[src/rtl/reg_bank_arbiter.sv]
// Round-robin write arbiter in front of a DEPTH x WIDTH register bank; sequences each write as
// setup -> enable strobe -> hold. Define ADDR_CHECK_EN to add the Err output and skip the strobe for out-of-range addresses.
module reg_bank_arbiter #(
   parameter int WIDTH = 8,
   parameter int DEPTH = 4,
   parameter int AW    = 2
) (
   input  logic             Clk,
   input  logic             Rst,
   input  logic             Req0,
   input  logic [AW-1:0]    Addr0,
   input  logic [WIDTH-1:0] Data0,
   input  logic             Req1,
   input  logic [AW-1:0]    Addr1,
   input  logic [WIDTH-1:0] Data1,
   output logic             Gnt0,
   output logic             Gnt1,
   output logic             Ack0,
   output logic             Ack1,
   output logic [DEPTH-1:0] WrEn,
   output logic [WIDTH-1:0] WrData,
   output logic             Busy
`ifdef ADDR_CHECK_EN
   ,
   output logic             Err
`endif
);

   typedef enum logic [1:0] {IDLE, SETUP, STROBE, HOLD} state_t;

   state_t             state_q;
   logic               gnt0_q, gnt1_q, ack0_q, ack1_q, busy_q;
   logic [DEPTH-1:0]   wren_q;
   logic [WIDTH-1:0]   wrdata_q;
   logic [AW-1:0]      addr_q;
   logic               win_q;   // requester owning the current transaction
   logic               last_q;  // requester that completed the previous write
`ifdef ADDR_CHECK_EN
   logic               err_q;
`endif

   logic               elig0, elig1, start_d, pick1_d;
   logic [DEPTH-1:0]   dec_d;

   // NOTE: every combinational output gets a default before any conditional write, so no latch is inferred.
   always_comb begin
      // A requester whose Ack is high is still dropping Req; it must not win again this cycle.
      elig0   = Req0 & ~ack0_q;
      elig1   = Req1 & ~ack1_q;
      start_d = elig0 | elig1;
      pick1_d = elig1 & (~elig0 | ~last_q);
      dec_d   = '0;
      for (int i = 0; i < DEPTH; i++) begin
         if (addr_q == AW'(i)) dec_d[i] = 1'b1;
      end
   end

   // NOTE: all state here uses non-blocking assignments so every register samples pre-edge values.
   always_ff @(posedge Clk) begin
      if (Rst) begin
         state_q  <= IDLE;
         gnt0_q   <= 1'b0;
         gnt1_q   <= 1'b0;
         ack0_q   <= 1'b0;
         ack1_q   <= 1'b0;
         busy_q   <= 1'b0;
         wren_q   <= '0;
         wrdata_q <= '0;
         addr_q   <= '0;
         win_q    <= 1'b0;
         last_q   <= 1'b1;
`ifdef ADDR_CHECK_EN
         err_q    <= 1'b0;
`endif
      end else begin
         ack0_q <= 1'b0;
         ack1_q <= 1'b0;
`ifdef ADDR_CHECK_EN
         err_q  <= 1'b0;
`endif
         case (state_q)
            IDLE: begin
               if (start_d) begin
                  win_q    <= pick1_d;
                  gnt0_q   <= ~pick1_d;
                  gnt1_q   <= pick1_d;
                  addr_q   <= pick1_d ? Addr1 : Addr0;
                  wrdata_q <= pick1_d ? Data1 : Data0;
                  busy_q   <= 1'b1;
                  state_q  <= SETUP;
               end
            end
            SETUP: begin
               // An out-of-range address decodes to all-zero enables.
               wren_q  <= dec_d;
               state_q <= STROBE;
`ifdef ADDR_CHECK_EN
               if (dec_d == '0) state_q <= HOLD;
`endif
            end
            STROBE: begin
               wren_q  <= '0;
               state_q <= HOLD;
            end
            HOLD: begin
               gnt0_q  <= 1'b0;
               gnt1_q  <= 1'b0;
               busy_q  <= 1'b0;
               ack0_q  <= ~win_q;
               ack1_q  <= win_q;
               last_q  <= win_q;
`ifdef ADDR_CHECK_EN
               err_q   <= (dec_d == '0);
`endif
               state_q <= IDLE;
            end
            default: state_q <= IDLE;
         endcase
      end
   end

   assign Gnt0   = gnt0_q;
   assign Gnt1   = gnt1_q;
   assign Ack0   = ack0_q;
   assign Ack1   = ack1_q;
   assign WrEn   = wren_q;
   assign WrData = wrdata_q;
   assign Busy   = busy_q;
`ifdef ADDR_CHECK_EN
   assign Err    = err_q;
`endif

endmodule

[config.mk]
export PLATFORM = sky130hd
export DESIGN_NAME = reg_bank_arbiter
export DESIGN_NICKNAME = d
export VERILOG_FILES = /design/src/rtl/reg_bank_arbiter.sv
export SDC_FILE = /design/constraint.sdc
export NUM_CORES = 1
export LEC_CHECK = 0
export CAP_MARGIN = 20
export CELL_PAD_IN_SITES_DETAIL_PLACEMENT = 1
export CELL_PAD_IN_SITES_GLOBAL_PLACEMENT = 2
export CORE_MARGIN = 1
export CORE_UTILIZATION = 26
export DETAILED_ROUTE_END_ITERATION = 8
export PLACE_DENSITY_LB_ADDON = 0.1
export SKIP_CTS_REPAIR_TIMING = 1
export SLEW_MARGIN = 25
export SYNTH_ARGS = -nofsm -noshare
export SYNTH_HDL_FRONTEND = slang
export SYNTH_SLANG_ARGS = --single-unit
[constraint.sdc]
create_clock -name Clk -period 2.3 [get_ports Clk]
set_input_delay 0.46 -clock Clk [delete_from_list [all_inputs] [get_ports Clk]]
set_output_delay 0.46 -clock Clk [all_outputs]
set_load 0.005 [all_outputs]
==> run metrics, run 1 <==
Rel. slew slack 67.8%; Pre-antenna DRT Iters 4; WL final 2810 um; Final Wtd Congestion 0.720; peak supply drop 0.000466 V; P_sw 0.000584 W; synthesized flop and latch total 23; vias in the first global route 994; syn nets 150; critical path type primary input to flop; synth unique cells 31; R2R depth 6; IO Pins 41; Worst Tran Pin Value 484 ps; CTS tree yes; r2r endpoint WrData[3]$_SDFFE_PP0P_; H-tree depth 1; Seq. cell area 460 sq um; Syn. warnings 0; FMAX 0.593 GHz; clock latency on the worst-skew pair 270 ps; Clk Tree Root Cell clkbuf_8; share of layout cells above drive strength 1 8.75%; Sw Share 34.9%; crit path capture type flop; 1st-iter DRT viols 29; Hold WS 479 ps; largest net degree at the start of global routing 13; nets@finish 189; Final Hold Vio Count 0; reg-to-reg critical path startpoint state_q[0]$_SDFFE_PP0P_; chip height 66.5 um; Flop pwr share 37.2%; GRT overflow 0; width of the die 66.5 um; fillcell total 472; mapped cell area 1080 sq um; Max clock buf depth 2; Bufs and invs on worst path 2; power per cell area 1080 nW/um^2; Worst path depth 6; Critical Path Source Type primary input; Area Overhead vs Synth 42.9%; total negative slack 0 ps; die area 4420 sq um; internal power 0.00109 W; total number of vias 978; CP required 2500 ps; All-Layer GR Usage 14.4%; Cell Rows 23; area post-placement 1500 sq um; via density per instance 4.66; crit-path cells clkdlybuf4s50_1 > nand2b_4 > a21boi_4 > buf_4 > o21ai_0 > a31oi_1; # clock sinks 23; DRC viols 0; HP Class flop to flop; Slew Limit Fails 0; Cells after Synth 122; Tcrit/Tclk final 73.3%; Leak Pwr 0.592 nW; max-cap viol count 0; multi-input logic area 547 sq um; Critical path origin Req0; Routed Antenna Nets 0; Tmin final 1690 ps; outcome finished, final reports clean; antenna diode count 0; synthesized area per cell 8.86 sq um; starting density of the core 27.0%; maximum fanout along the worst path 12; # setup viols final 0; Worst Path Arrival 1880 ps; CP max-delay cell clkdlybuf4s50_1; post-route cell area 1550 sq um; initial antenna violation count 0; Clk pwr share 15.2%; RSZ-0062 raised after global routing no; skew final 2.61 ps; first-pass GRT wire length 4650 um; dpl hpwl 2140 um; critical path's top delay family buffers and inverters; Core ar. 4000 sq um; input/output buffers 40; sequential fraction of the synthesis area 42.6%; combinational power share 47.5%; r2r setup slk 660 ps; drt wl/cell 13.4 um; Setup crit end WrData[3]$_SDFFE_PP0P_; Clk pin slew, worst setup/hold paths 80 ps; worst stage delay on the critical path 500 ps; total CTS buffers 3
[power groups by stage]
stage | clock network, W | registers, W | logic [W]
after global routing | 0.000280 | 0.000641 | 0.000907
final | 0.000255 | 0.000623 | 0.000795
after global placement | 0 | 0.000626 | 0.000795
after detailed placement | 0 | 0.000633 | 0.000814
after floorplan | 0 | 0.000624 | 0.000499
after CTS | 0.000270 | 0.000625 | 0.000818
[stage by stage]
stage | total power, W | utilization, % | cells | worst slack, ps
after floorplan | 0.00112 | - | 122 | 1040
after global placement | 0.00142 | 37.5 | 206 | 355
after detailed placement | 0.00145 | 37.5 | 206 | 303
after CTS | 0.00171 | 38.6 | 210 | 583
after global routing | 0.00183 | 38.6 | 210 | 450
final | 0.00167 | 38.6 | 210 | 615
[layout by cell type, fill, tap and decap left out]
master	count
o21ai_2	1
a211oi_2	1
nor3b_1	2
nand2_1	25
nand2b_4	2
clkbuf_8	3
o211ai_1	1
dfxtp_1	23
buf_4	2
o21a_4	1
o21ai_0	10
nand4b_1	1
a311oi_2	1
nor2_1	6
o21ai_1	1
nand2b_1	4
nor3_1	1
a21oi_1	7
mux2i_1	3
and2b_4	1
inv_1	4
o21bai_1	1
ha_1	4
and3_1	2
nor3_2	1
a31oi_1	9
clkbuf_1	1
nand3_1	1
clkdlybuf4s50_1	40
a21boi_4	1
[synth_stat cells]
| cell | count | area [sq um] |
|---|---|---|
| a211oi_2 | 1 | 12.5 |
| a21boi_4 | 1 | 18.8 |
| a21oi_1 | 7 | 35.0 |
| a311oi_2 | 1 | 15.0 |
| a31oi_1 | 9 | 56.3 |
| and2b_4 | 1 | 10.0 |
| and3_1 | 2 | 12.5 |
| buf_1 | 1 | 3.75 |
| buf_2 | 2 | 10.0 |
| buf_6 | 2 | 22.5 |
| buf_8 | 1 | 15.0 |
| clkbuf_1 | 2 | 7.51 |
| dfxtp_1 | 23 | 460 |
| ha_1 | 4 | 50.1 |
| inv_1 | 4 | 15.0 |
| mux2i_1 | 3 | 30.0 |
| nand2_1 | 25 | 93.8 |
| nand2b_1 | 4 | 25.0 |
| nand2b_4 | 2 | 27.5 |
| nand3_1 | 1 | 5.00 |
| nand4b_1 | 1 | 8.76 |
| nor2_1 | 6 | 22.5 |
| nor3_1 | 1 | 5.00 |
| nor3_2 | 1 | 10.0 |
| nor3b_1 | 2 | 15.0 |
| o211ai_1 | 1 | 7.51 |
| o21a_4 | 1 | 15.0 |
| o21ai_0 | 10 | 50.1 |
| o21ai_1 | 1 | 5.00 |
| o21ai_2 | 1 | 8.76 |
| o21bai_1 | 1 | 7.51 |
[layout make-up]
type,instances,share of cell area [%]
Inverter,4,0.972
Sequential cell,23,29.8
Tap cell,50,4.05
Clock buffer,4,2.91
Multi-Input combinational cell,87,35.4
Timing Repair Buffer,42,26.9
[registers in the layout, summed over array words and instances (netlist names)]
register and cells:
win_q 1, Gnt0 1, WrEn 4, last_q 1, Ack0 1, Busy 1
Ack1 1, Gnt1 1, WrData 8, state_q 2, addr_q 2
[cell families after synthesis]
family                   Yosys count  share of synthesized area (%)
flip-flops                        23                           42.6
AO/OA/AOI/OAI                     34                           21.4
buffers and inverters             12                           6.83
adder cells (fa/ha/maj)            4                           4.63
AND/OR/NAND/NOR                   46                           21.8
multiplexers                       3                           2.78
[tightest hold or removal path, stage by stage (launching register included)]
cell and delay [ps]:
dfxtp_1 320, nand2b_1 60, a21oi_1 60
[worst min-delay path by stage]
stage | slack (ps) | cells past startpoint | end | startpoint
after floorplan | 430 | 1 | Ack0$_SDFF_PP0_ | win_q$_SDFFE_PP0P_
after global placement | 460 | 2 | WrEn[2]$_SDFFE_PP0P_ | WrEn[2]$_SDFFE_PP0P_
after detailed placement | 470 | 1 | Ack0$_SDFF_PP0_ | win_q$_SDFFE_PP0P_
after CTS | 490 | 2 | Gnt0$_SDFFE_PP0P_ | Gnt0$_SDFFE_PP0P_
after global routing | 510 | 2 | WrEn[2]$_SDFFE_PP0P_ | WrEn[2]$_SDFFE_PP0P_
final | 480 | 2 | WrEn[3]$_SDFFE_PP0P_ | WrEn[3]$_SDFFE_PP0P_
[layer usage]
metal / GRT usage, % / part of all wire, % / routed length [um] / vias up
met3: 4.11 / 4.2 / 118 / 4
met5: 0 / 0 / 0 / -
met1: 17.1 / 44 / 1230 / 459
met2: 24.6 / 50 / 1420 / 22
li1: - / - / - / 493
met4: 4.79 / 1.4 / 39 / 0
No activity file was read; power rests on OpenSTA's default activity.
==> inputs of run 2 (changes only) <==
--- a/config.mk
+++ b/config.mk
@@ -9,7 +9,7 @@
 export CELL_PAD_IN_SITES_DETAIL_PLACEMENT = 1
 export CELL_PAD_IN_SITES_GLOBAL_PLACEMENT = 2
 export CORE_MARGIN = 1
-export CORE_UTILIZATION = 26
+export CORE_UTILIZATION = 22
 export DETAILED_ROUTE_END_ITERATION = 8
 export PLACE_DENSITY_LB_ADDON = 0.1
 export SKIP_CTS_REPAIR_TIMING = 1
==> constraint.sdc (replaced) <==
create_clock -name Clk -period 1.46 [get_ports Clk]
set_input_delay 0.292 -clock Clk [delete_from_list [all_inputs] [get_ports Clk]]
set_output_delay 0.292 -clock Clk [all_outputs]
set_load 0.005 [all_outputs]
==> run metrics, run 2 (synthesis gave the netlist of run 1 again) <==
outcome finished, final reports clean (unchanged); vias in the first global route 1,104 (was 994); DRC viols 0 (unchanged); Worst Path Arrival 1110 ps (was 1880 ps); peak supply drop 0.000403 V (was 0.000466 V); total number of vias 1,013 (was 978); Area Overhead vs Synth 57.2% (was 42.9%); drt wl/cell 12.8 um (was 13.4 um); WL final 3020 um (was 2810 um); input/output buffers 40 (unchanged); Tcrit/Tclk final 96.2%; power per cell area 1720 nW/um^2 (was 1080 nW/um^2); Worst Tran Pin Value 330 ps (was 484 ps); Final Hold Vio Count 0 (unchanged); crit-path cells clkdlybuf4s50_1 (was clkdlybuf4s50_1 > nand2b_4 > a21boi_4 > buf_4 > o21ai_0 > a31oi_1); R2R depth 6 (unchanged); CP required 1170 ps (was 2500 ps); # setup viols final 0 (unchanged); dpl hpwl 2300 um (was 2140 um); Clk Tree Root Cell clkbuf_8 (unchanged); Core ar. 4720 sq um (was 4000 sq um); IO Pins 41 (unchanged); Bufs and invs on worst path 1 (was 2); largest net degree at the start of global routing 20 (was 13); Leak Pwr 0.665 nW (was 0.592 nW); maximum fanout along the worst path 2 (was 12); Pre-antenna DRT Iters 2 (was 4); critical path type flop to primary output (was primary input to flop); die area 5200 sq um (was 4420 sq um); Clk pin slew, worst setup/hold paths 80 ps (about the same); initial antenna violation count 0 (unchanged); FMAX 0.712 GHz; hold path depth 2 (unchanged); crit path capture type primary output (was flop); # clock sinks 23 (unchanged); width of the die 72.1 um (was 66.5 um); GRT overflow 0 (unchanged); Final Wtd Congestion 0.735 (was 0.720); max reg flops 8 (unchanged); Critical Path Source Type flop (was primary input); via density per instance 4.31 (was 4.66); most common cell after layout, fill and taps aside clkdlybuf4s50_1 (unchanged); CP max-delay cell clkdlybuf4s50_1 (unchanged); first-pass GRT wire length 5050 um (was 4650 um); critical path's top delay family buffers and inverters (unchanged); All-Layer GR Usage 12.6% (was 14.4%); starting density of the core 22.9% (was 27.0%); H-tree depth 1 (unchanged); Worst path depth 1 (was 6); worst stage delay on the critical path 510 ps (was 500 ps); CTS tree yes (unchanged); Rel. slew slack 78.0% (was 67.8%); Cell Rows 25 (was 23); total negative slack 0 ps (unchanged); post-route cell area 1700 sq um (was 1550 sq um); Slew Limit Fails 0 (unchanged); nets@finish 197 (was 189); max-cap viol count 0 (unchanged); clock latency on the worst-skew pair 260 ps (was 270 ps); total CTS buffers 3 (unchanged); Max clock buf depth 2 (unchanged); chip height 72.1 um (was 66.5 um); HP Class flop to flop (unchanged); 1st-iter DRT viols 22 (was 29); Routed Antenna Nets 0 (unchanged); antenna diode count 0 (unchanged); share of layout cells above drive strength 1 17.3% (was 8.75%); Tmin final 1400 ps; commonest non-fill, non-tap cells in the layout clkdlybuf4s50_1, nand2_1, dfxtp_1 (unchanged); skew final 3.15 ps (was 2.61 ps); area post-placement 1630 sq um (was 1500 sq um)
## run 2: cell types whose count changed in the layout (fill, tap and decap cells not counted)
cell	previous run	this run
buf_4	2	6
ha_4	0	1
dlymetal6s2s_1	0	1
and3_1	2	1
dfxtp_1	23	18
buf_12	0	4
and3_2	0	1
clkdlybuf4s50_1	40	39
ha_1	4	3
dfxtp_2	0	5
## run 2: path summary, 6_finish.rpt
path | startpoint | slack [ps] | end
setup / recovery | WrData[1]$_SDFFE_PP0P_ | 60 | WrData[1]
hold reg to reg | Busy$_SDFFE_PP0P_ | 470 | Busy$_SDFFE_PP0P_
setup reg to reg | state_q[1]$_SDFFE_PP0P_ | 130 | WrData[1]$_SDFFE_PP0P_
hold / removal | Busy$_SDFFE_PP0P_ | 470 | Busy$_SDFFE_PP0P_
## run 2: where the power goes
part | internal [W] | total [W] | leakage (nW) | switching, W
clock network | 0.000195 | 0.000404 | 0.0228 | 0.000209
registers | 0.000853 | 0.000992 | 0.191 | 0.000139
logic | 0.000885 | 0.00152 | 0.451 | 0.000639
total | 0.00193 | 0.00292 | 0.665 | 0.000987
## run 2: layout make-up
class | instances | area (sq um)
Clock buffer | 4 | 45.0
Tap cell | 67 | 83.8
Timing Repair Buffer | 50 | 528
Inverter | 4 | 15.0
Multi-Input combinational cell | 87 | 561
Sequential cell | 23 | 467
Fill cell | 561 | 3020
## run 2: metal layers
metal / wire length [um] / global-route usage, % / part of all wire, % / vias up
li1: - / - / - / 506
met1: 1360 / 15.2 / 45 / 474
met2: 1450 / 21.5 / 48 / 29
met3: 174 / 3.06 / 5.8 / 4
met4: 36 / 5.23 / 1.2 / 0
met5: 0 / 0 / 0 / -
## run 2: stage by stage
step	worst slack, ps	instances	hold slack (ps)	power (W)	utilization (%)
2_1_floorplan	203	122	360	0.00177	-
3_3_place_gp	-150	231	454	0.00245	34.5
3_5_place_dp	-176	231	464	0.00249	34.5
4_1_cts	17.8	235	481	0.00292	35.5
5_1_grt	-6.70	235	486	0.00317	36.0
6_report	55.8	235	466	0.00292	36.0
==> inputs of run 3 (changes only) <==
--- a/config.mk
+++ b/config.mk
@@ -8,8 +8,9 @@
 export CAP_MARGIN = 20
 export CELL_PAD_IN_SITES_DETAIL_PLACEMENT = 1
 export CELL_PAD_IN_SITES_GLOBAL_PLACEMENT = 2
+export CORE_ASPECT_RATIO = 0.7
 export CORE_MARGIN = 1
-export CORE_UTILIZATION = 22
+export CORE_UTILIZATION = 24
 export DETAILED_ROUTE_END_ITERATION = 8
 export PLACE_DENSITY_LB_ADDON = 0.1
 export SKIP_CTS_REPAIR_TIMING = 1
==> constraint.sdc (replaced) <==
create_clock -name Clk -period 1.3 [get_ports Clk]
set_input_delay 0.26 -clock Clk [delete_from_list [all_inputs] [get_ports Clk]]
set_output_delay 0.26 -clock Clk [all_outputs]
set_load 0.005 [all_outputs]
==> run metrics, run 3 (synthesis gave the netlist of run 1 again) <==
outcome finished with violations (was finished, final reports clean); CP required 1500 ps (was 1170 ps); via density per instance 4.59 (was 4.31); initial antenna violation count 0 (unchanged); WL final 3260 um (was 3020 um); Placed Cells 221 (was 231); Seq. cell area 478 sq um (was 467 sq um); largest net degree at the start of global routing 14 (was 20); # setup viols final 1 (was 0); # clock sinks 23 (unchanged); R2R depth 7 (was 6); total number of vias 1,056 (was 1,013); hold path depth 2 (unchanged); Rel. slew slack 84.7% (was 78.0%); width of the die 82.2 um (was 72.1 um); Worst Path Arrival 1540 ps (was 1110 ps); total power 0.00366 W (was 0.00292 W); share of layout cells above drive strength 1 31.4% (was 17.3%); fin cells 230 (was 235); failing checks setup timing; Cell Rows 20 (was 25); max reg flops 8 (unchanged); Clk Tree Root Cell clkbuf_8 (unchanged); chip height 58.2 um (was 72.1 um); dpl hpwl 2290 um (was 2300 um); DRC viols 0 (unchanged); Clk pin slew, worst setup/hold paths 90 ps (was 80 ps); most common cell after layout, fill and taps aside nand2_1 (was clkdlybuf4s50_1); nets@finish 204 (was 197); r2r setup slk -40 ps (was 130 ps); vias in the first global route 1,024 (was 1,104); Max clock buf depth 2 (unchanged); Final Hold Vio Count 0 (unchanged); maximum fanout along the worst path 5 (was 2); Final Wtd Congestion 0.686 (was 0.735); FMAX 0.744 GHz; Routed Antenna Nets 0 (unchanged); die area 4780 sq um (was 5200 sq um); RSZ-0062 raised after global routing yes; Placement Setup Slack -284 ps (was -176 ps); H-tree depth 1 (unchanged); antenna diode count 0 (unchanged); All-Layer GR Usage 13.6% (was 12.6%); multi-input logic area 619 sq um (was 561 sq um); 1st-iter DRT viols 9 (was 22); input/output buffers 40 (unchanged); fillcell total 498 (was 561); Worst Tran Pin Value 228 ps (was 330 ps); HP Class flop to flop (unchanged); Tcrit/Tclk final 103%; crit path capture type flop (was primary output); first-pass GRT wire length 4820 um (was 5050 um); Tmin final 1340 ps; max-cap viol count 0 (unchanged); Critical Path Source Type flop (unchanged); peak supply drop 0.000756 V (was 0.000403 V); power per cell area 1970 nW/um^2 (was 1720 nW/um^2); GRT overflow 0 (unchanged); total CTS buffers 3 (unchanged); final worst setup slack -44.2 ps (was 55.8 ps); Area Overhead vs Synth 71.8% (was 57.2%); Pre-antenna DRT Iters 4 (was 2); Leak Pwr 0.985 nW (was 0.665 nW); critical path type flop to flop (was flop to primary output); clock latency on the worst-skew pair 270 ps (was 260 ps); IO Pins 41 (unchanged); starting density of the core 25.0% (was 22.9%); CTS tree yes (unchanged); Core ar. 4330 sq um (was 4720 sq um); skew final 5.88 ps (was 3.15 ps); Slew Limit Fails 0 (unchanged); drt wl/cell 14.2 um (was 12.8 um); commonest non-fill, non-tap cells in the layout nand2_1, clkdlybuf4s50_1, dlymetal6s2s_1 (was clkdlybuf4s50_1, nand2_1, dfxtp_1)
## run 3: changes by cell type in the layout (fill, tap and decap cells not counted), sizes merged
cell	previous run	this run
clkdlybuf4s50	39	21
clkinv	0	1
dlymetal6s2s	1	19
buf	10	16
## run 3: per-stage QoR
stage / util, % / setup TNS, ps / instance area, sq um / hold slack (ps)
after floorplan: - / 0 / 1080 / 328
after global placement: 37.1 / -3560 / 1610 / 458
after detailed placement: 37.1 / -4040 / 1610 / 463
after CTS: 38.2 / -1900 / 1650 / 479
after global routing: 42.9 / -145 / 1860 / 485
final: 42.9 / -44.2 / 1860 / 477
## run 3: worst max-delay path, stage by stage, from the launching register on
cell	delay, ps
dfxtp_2	340
inv_2	70
ha_4	140
a21boi_4	250
buf_4	160
buf_6	110
o21bai_1	60
a21oi_1	140
## run 3: power by group
| group | leakage (nW) | switching [W] | internal, W |
|---|---|---|---|
| Clock | 0.0255 | 0.000252 | 0.000215 |
| Sequential | 0.194 | 0.000156 | 0.000982 |
| Combinational | 0.766 | 0.000869 | 0.00119 |
| Total | 0.985 | 0.00128 | 0.00239 |
## run 3: final timing paths
path                      startpoint                    to
min reg2reg     WrEn[3]$_SDFFE_PP0P_  WrEn[3]$_SDFFE_PP0P_
max reg2reg  state_q[0]$_SDFFE_PP0P_     Busy$_SDFFE_PP0P_
max          state_q[0]$_SDFFE_PP0P_     Busy$_SDFFE_PP0P_
min             WrEn[3]$_SDFFE_PP0P_  WrEn[3]$_SDFFE_PP0P_
## run 3: metal layers
layer | up-vias | GRT usage (%) | routed length, um
li1 | 523 | - | -
met1 | 507 | 18.5 | 1580
met2 | 21 | 20.8 | 1520
met3 | 5 | 3.94 | 114
met4 | 0 | 3.76 | 34
met5 | - | 0 | 0
## run 3: cell type report
cell class	count	share of cell area [%]
clock buffers	3	2.22
clock inverters	1	0.270
inverters	4	0.809
multi-input cells	87	33.4
flip-flops and latches	23	25.7
well taps	55	3.71
repair buffers	57	33.9
